===== config.mk =====
export PLATFORM = sky130hd
export DESIGN_NAME = apb_fabric
export DESIGN_NICKNAME = d
export VERILOG_FILES = /design/src/rtl/apb_fabric_pkg.sv /design/src/rtl/apb_fabric_tmo.sv /design/src/rtl/apb_fabric.sv
export SDC_FILE = /design/constraint.sdc
export NUM_CORES = 1
export LEC_CHECK = 0
export ABC_AREA = 1
export CAP_MARGIN = 15
export CORE_UTILIZATION = 43
export CTS_BUF_LIST = sky130_fd_sc_hd__clkbuf_4 sky130_fd_sc_hd__clkbuf_8
export DETAILED_ROUTE_END_ITERATION = 10
export GPL_TIMING_DRIVEN = 0
export PLACE_DENSITY_LB_ADDON = 0.2
export SLEW_MARGIN = 20
export SYNTH_ARGS = -nofsm -noshare
export SYNTH_HDL_FRONTEND = slang
export SYNTH_SLANG_ARGS = --single-unit

===== constraint.sdc =====
create_clock -name hfclk_i -period 2.5 [get_ports hfclk_i]
set_input_delay 0.625 -clock hfclk_i [delete_from_list [all_inputs] [get_ports hfclk_i]]
set_output_delay 0.625 -clock hfclk_i [all_outputs]
set_load 0.02 [all_outputs]

===== src/rtl/apb_fabric_pkg.sv =====
// rtl/apb_fabric_pkg.sv - shared state enum, select-width helper and error read data for apb_fabric
package apb_fabric_pkg;

  typedef enum logic [1:0] {
    ST_IDLE   = 2'd0,
    ST_SETUP  = 2'd1,
    ST_ACCESS = 2'd2,
    ST_RESP   = 2'd3
  } state_t;

  // Read data returned on decode errors and aborted transfers.
  localparam logic [31:0] ERR_RDATA = 32'h0;

  // Width of the slave index field for a fabric with nslv ports.
  function automatic int sel_w(input int nslv);
    return $clog2(nslv);
  endfunction

endpackage


===== src/rtl/apb_fabric_tmo.sv =====
// rtl/apb_fabric_tmo.sv - ACCESS-phase cycle counter that flags expiry on the TIMEOUT-th cycle
module apb_fabric_tmo #(
  parameter int TIMEOUT = 16
) (
  input  logic clk,
  input  logic rst_n,
  input  logic clr,
  output logic expire
);

  localparam int CW = (TIMEOUT > 2) ? $clog2(TIMEOUT) : 1;
  localparam logic [CW-1:0] LAST = CW'(TIMEOUT - 1);

  logic [CW-1:0] cnt;

  // Held at zero outside ACCESS; counts ACCESS cycles and parks on the last one.
  always_ff @(posedge clk or negedge rst_n) begin
    if (!rst_n) begin
      cnt <= '0;
    end else if (clr) begin
      cnt <= '0;
    end else if (cnt != LAST) begin
      cnt <= cnt + CW'(1);
    end
  end

  assign expire = !clr && (cnt == LAST);

endmodule


===== src/rtl/apb_fabric.sv =====
// rtl/apb_fabric.sv - APB 1:NSLV fan-out with decode/slave/timeout error capture; timeout abort built only with APB_FABRIC_TIMEOUT_EN
module apb_fabric
  import apb_fabric_pkg::*;
#(
  parameter int          NSLV         = 4,
  parameter int          REGION_SHIFT = 12,
  parameter logic [31:0] BASE_ADDR    = 32'h4000_0000,
  parameter int          TIMEOUT      = 16
) (
  input  logic                 hfclk_i,
  input  logic                 erst_n_i,
  input  logic [31:0]          s_paddr,
  input  logic [31:0]          s_pwdata,
  input  logic                 s_psel,
  input  logic                 s_penable,
  input  logic                 s_pwrite,
  output logic                 s_pready,
  output logic                 s_pslverr,
  output logic [31:0]          s_prdata,
  output logic [31:0]          m_paddr,
  output logic [31:0]          m_pwdata,
  output logic                 m_pwrite,
  output logic                 m_penable,
  output logic [NSLV-1:0]      m_psel,
  input  logic [NSLV-1:0]      m_pready,
  input  logic [NSLV-1:0]      m_pslverr,
  input  logic [NSLV*32-1:0]   m_prdata,
  output logic                 err_valid,
  output logic [31:0]          err_addr,
  input  logic                 err_clr
);

  localparam int SEL_W  = sel_w(NSLV);
  localparam int HI_LSB = REGION_SHIFT + SEL_W;

  state_t            state, state_nx;
  logic [31:0]       addr_q, wdata_q, rdata_q;
  logic              write_q, err_q;
  logic [SEL_W-1:0]  idx_q;

  logic              req, hit, active, tmo_expire;
  logic [SEL_W-1:0]  idx_in;
  logic              sel_ready, sel_err;
  logic [31:0]       sel_rdata;
  logic              resp_ld, resp_err_nx;
  logic [31:0]       resp_data_nx;
  logic [31:0]       fail_addr;

  assign req    = s_psel & s_penable;
  assign hit    = (s_paddr[31:HI_LSB] == BASE_ADDR[31:HI_LSB]);
  assign idx_in = s_paddr[HI_LSB-1:REGION_SHIFT];
  assign active = (state == ST_SETUP) || (state == ST_ACCESS);

  assign sel_ready = m_pready[idx_q];
  assign sel_err   = m_pslverr[idx_q];
  assign sel_rdata = m_prdata[{idx_q, 5'd0} +: 32];

`ifdef APB_FABRIC_TIMEOUT_EN
  apb_fabric_tmo #(
    .TIMEOUT (TIMEOUT)
  ) u_tmo (
    .clk    (hfclk_i),
    .rst_n  (erst_n_i),
    .clr    (state != ST_ACCESS),
    .expire (tmo_expire)
  );
`else
  // No abort path: ACCESS waits for m_pready indefinitely, so expiry can never assert.
  assign tmo_expire = (TIMEOUT < 0);
`endif

  // State register.
  always_ff @(posedge hfclk_i or negedge erst_n_i) begin
    if (!erst_n_i) begin
      state <= ST_IDLE;
    end else begin
      state <= state_nx;
    end
  end

  // Next state and the response to be captured on entry to RESP.
  always_comb begin
    state_nx     = state;
    resp_ld      = 1'b0;
    resp_err_nx  = 1'b0;
    resp_data_nx = ERR_RDATA;
    case (state)
      ST_IDLE: begin
        if (req) begin
          if (hit) begin
            state_nx = ST_SETUP;
          end else begin
            state_nx    = ST_RESP;
            resp_ld     = 1'b1;
            resp_err_nx = 1'b1;
          end
        end
      end
      ST_SETUP: begin
        state_nx = ST_ACCESS;
      end
      ST_ACCESS: begin
        if (sel_ready) begin
          state_nx     = ST_RESP;
          resp_ld      = 1'b1;
          resp_err_nx  = sel_err;
          resp_data_nx = sel_rdata;
        end else if (tmo_expire) begin
          state_nx    = ST_RESP;
          resp_ld     = 1'b1;
          resp_err_nx = 1'b1;
        end
      end
      ST_RESP: begin
        state_nx = ST_IDLE;
      end
      default: begin
        state_nx = ST_IDLE;
      end
    endcase
  end

  // Latch the upstream request when accepted and the response when it resolves.
  always_ff @(posedge hfclk_i or negedge erst_n_i) begin
    if (!erst_n_i) begin
      addr_q  <= '0;
      wdata_q <= '0;
      write_q <= 1'b0;
      idx_q   <= '0;
      rdata_q <= '0;
      err_q   <= 1'b0;
    end else begin
      if ((state == ST_IDLE) && req) begin
        addr_q  <= s_paddr;
        wdata_q <= s_pwdata;
        write_q <= s_pwrite;
        idx_q   <= idx_in;
      end
      if (resp_ld) begin
        rdata_q <= resp_data_nx;
        err_q   <= resp_err_nx;
      end
    end
  end

  // A decode miss resolves in the accept cycle, before addr_q holds the address.
  assign fail_addr = (state == ST_IDLE) ? s_paddr : addr_q;

  // Sticky first-error capture; a simultaneous new error beats err_clr.
  always_ff @(posedge hfclk_i or negedge erst_n_i) begin
    if (!erst_n_i) begin
      err_valid <= 1'b0;
      err_addr  <= '0;
    end else if (resp_ld && resp_err_nx && (!err_valid || err_clr)) begin
      err_valid <= 1'b1;
      err_addr  <= fail_addr;
    end else if (err_clr) begin
      err_valid <= 1'b0;
    end
  end

  assign m_psel    = active ? (NSLV'(1) << idx_q) : '0;
  assign m_penable = (state == ST_ACCESS);
  assign m_paddr   = active ? addr_q  : '0;
  assign m_pwdata  = active ? wdata_q : '0;
  assign m_pwrite  = active & write_q;

  assign s_pready  = (state == ST_RESP);
  assign s_prdata  = (state == ST_RESP) ? rdata_q : '0;
  assign s_pslverr = (state == ST_RESP) & err_q;

endmodule


==> results.txt <==
The largest individual stage delay along the critical path comes from the cell dfrtp_1. The post-layout net count is 1685, and the biggest fanout along the worst timing path is 10. The peak supply drop was 0.0008138 V. The most used flip-flop cell after synthesis is dfrtp_1.

The startpoint-to-endpoint class of the critical path is reg2out. The cell sitting at the root of the clock tree is a clkbuf_8. Of the cells placed in the final design, the portion with a size suffix greater than 1 is 12.84%. Origin of the worst setup path: state[1]. The tools report the register area share after synthesis as 44.82%. The count of max-cap constraint violations is 0, and the number of optimization iterations in the first detailed-route pass is 4.

The tools report the total core area as 16700 um^2. In the layout the commonest cells are 507 x nand2_1, 238 x clkdlybuf4s50_1, 133 x dfrtp_1. The actual slew at the worst max-slew pin is 562.4 ps, and the number of warnings reported in the yosys synthesis log is 0.

CTS saw 133 sinks. The logs give 0 for the count of final max-slew check failures and 26.5% for the sequential power share. In this run the critical register-to-register path is launched from state[1].

The floorplan step defined a die boundary enclosing 17800 um^2. In this run, distinct cell masters in the synthesized netlist total 22. The endpoint identified for the worst register-to-register timing path is err_addr[9]. Row generation in the floorplan step produced 47 rows.

The width of the die came out at 133.4 um. The tools report the final cell utilization of the core as 67.39%. The run gives 2 as the clock tree buffer depth. Hold is met by 37.32 ps. Detailed placement finished with a half-perimeter wire length of 19870 um. Synthesis produced 1111 cells.

The internal power summed over all cells was 6.950 mW; the final count of hold timing violations was 0. The analysis attributes to cell leakage a power of 6.355 nW. The logs give 1880 ps for the required time of the critical path and 26750 um for the post-detailed-routing wire length. The switching part of the total power came out at 48.86%. The worst setup path is launched from a flop. The clock-pin slew reported for the worst setup and hold paths after clock tree synthesis is 80 ps. The area growth from synthesis to layout is 51.56%. The slack of the worst reg-to-reg path came out at 550 ps.

The family of cells with the greatest summed delay on the critical path is buffers and inverters. After synthesis, the cell types taking the most area are dfrtp_1 45%, nand2_1 26%, inv_1 6.9%. Summed over all failing endpoints, the final setup total negative slack is 0 ps.

Delay contributed by the slowest stage of the critical path: 400 ps. The area share of the leading cell type in the synthesized netlist was 44.82%; the share of the clock period used by the worst path after layout was 96.64%. TritonCTS built the clock tree. The clock buffer count from CTS came out at 17. Number of failing setup endpoints in the final timing report: 0. The average instance area after synthesis came out at 6.684 um^2. STA classifies the critical path endpoint as a primary output.

The arrival time at the worst endpoint was 1790 ps; the post-detailed-route DRC marker count was 0. The signal on the critical path passes through inv_2 -> ha_4 -> clkbuf_16 -> buf_8 -> nand2_1 -> inv_1 -> buf_2. Counting cells, the worst reg-to-reg path comes to 11. The number of buffer and inverter stages on the critical path works out to 5.

The number of hold buffers added after CTS was 0. In the routed layout, each cell is associated on average with a via count of 4.914. For this configuration, the core starts out at a cell density of 44.46%. The post-layout total power was 13.59 mW; the worst-case headroom to the max-slew limit was 62.51%.

343 I/O pins were placed. The clock latency at the later pin of the worst-skew pair is 440 ps. Combinational logic is responsible for 60.9% of the overall power.

Leaving out fill and tap cells, the most frequent cell in the layout is nand2_1. In this run the tool buffered the top-level ports with 342 buffer cells. The first-pass GRT wire length is 41640 um, and the async set or reset register ratio after synthesis is 100.0%. The fmax is 413.9 MHz, and the net load switching power is 6.641 mW. The count of flip-flops with a built-in enable after synthesis was 0; the number of vias after detailed routing was 8398.

The run gives 0.8967 as the final weighted congestion in routability-driven placement. The tools report the number of global-route vias before repair as 8023. The first routing iteration left 546 violations.

The power per cell area was 1208 nW/um^2. Synthesis produced a netlist with a net count of 1320. The tools report the synthesized area as 7426 um^2.

The average wire per cell in the routed design is 15.65 um, and the total global-route track usage is 30.18%. Entering global routing, the biggest net connects 99 pins. Summed over all instances, the cell type with the most area after synthesis is dfrtp_1. The shortest clock period the worst path allows after layout is 2416 ps. Flop and latch count out of synthesis: 133.

For this run the aggregate overflow at the end of global routing stands at 0. The largest clock skew in the final design was 9.092 ps; the initial antenna violation count was 1. The clock network is responsible for 12.6% of the overall power. The H-tree level count is 4. The run gives 0 as the remaining antenna violation count after routing. The floorplan step set the die height to 133.4 um. The flow ran to the end, and the final reports show no timing, DRC or antenna violations. The class of the most critical hold timing path is in2async.
## registers in the layout, indices dropped and copies added, names as in the netlist
name       flops
err_addr      32
addr_q        32
err_valid      1
rdata_q       32
state          2
wdata_q       32
write_q        1
err_q          1
## repair_timing
action | CTS | global route
endpoints found under the hold margin | 0 | 0
buffers inserted | 2 | 2
gates cloned | 1 | 1
setup endpoints to repair | 103 | 99
resized for setup | 295 | 111
pin swaps | 0 | 1
## cells in the mapped netlist, types with 4 or more instances
| cell type | n |
|---|---|
| a21oi_1 | 65 |
| buf_1 | 4 |
| buf_2 | 20 |
| buf_4 | 4 |
| buf_6 | 4 |
| clkbuf_1 | 39 |
| dfrtp_1 | 133 |
| inv_1 | 136 |
| inv_2 | 4 |
| nand2_1 | 507 |
| nand2_2 | 4 |
| nand3_1 | 71 |
| nor2_1 | 14 |
| o21ai_0 | 87 |
| o21ai_1 | 10 |
## logic make-up (layout without fill, tap and decap cells)
family                     after synthesis  in the layout  share of synthesized area [%]
and+or+nand+nor                        600            600                          31.96
buffers and inverters                  212            589                          11.69
AOI/OAI and AO/OA                      163            163                          11.02
DFF                                    133            133                          44.82
adders and majority gates                3              3                         0.5055
other                                    0              1                              0
## worst max-delay path by stage
stage	slack, ps	end	cells after the start
finish	80	m_pwdata[23]	7
global route	-8	s_prdata[29]	6
detailed placement	-770	m_pwdata[3]	7
CTS	-50	s_prdata[28]	6
floorplan	380	m_psel[0]	5
global placement	-4540	err_addr[4]	1
## layer usage
metal  vias to the layer above  GRT usage [%]  part of all wire, %
li1                       4122              -                    -
met1                      3874          36.45                   40
met4                         0          15.21                  4.3
met5                         -              0                    0
met3                        72          7.763                  8.0
met2                       330          49.83                   48
## power groups by stage
stage	Clock (mW)	Combinational, mW	Sequential (mW)
detailed placement	0	8.36	3.62
global route	1.83	9.08	3.71
CTS	1.73	8.22	3.59
floorplan	0	4.57	3.75
finish	1.71	8.28	3.60
global placement	0	8.24	3.59
## through the flow
stage	std cells	setup WS, ps	area, um^2
6_report	1709	83.90	11250
5_1_grt	1708	-7.755	11250
4_1_cts	1705	-48.28	11420
3_5_place_dp	1674	-771.5	11160
3_3_place_gp	1673	-4544	11120
2_1_floorplan	1111	382.9	7426
## layout make-up
class / instances / area (um^2)
timing repair buffer: 349 / 3084
sequential: 133 / 3328
multi-input combinational: 766 / 3242
fill: 1560 / 5446
clock buffer: 17 / 234.0
tap: 220 / 275.3
buffer: 68 / 429.2
clock inverter: 14 / 127.6
antenna: 1 / 2.502
inverter: 141 / 531.8
Power figures use the tool's default switching activity.
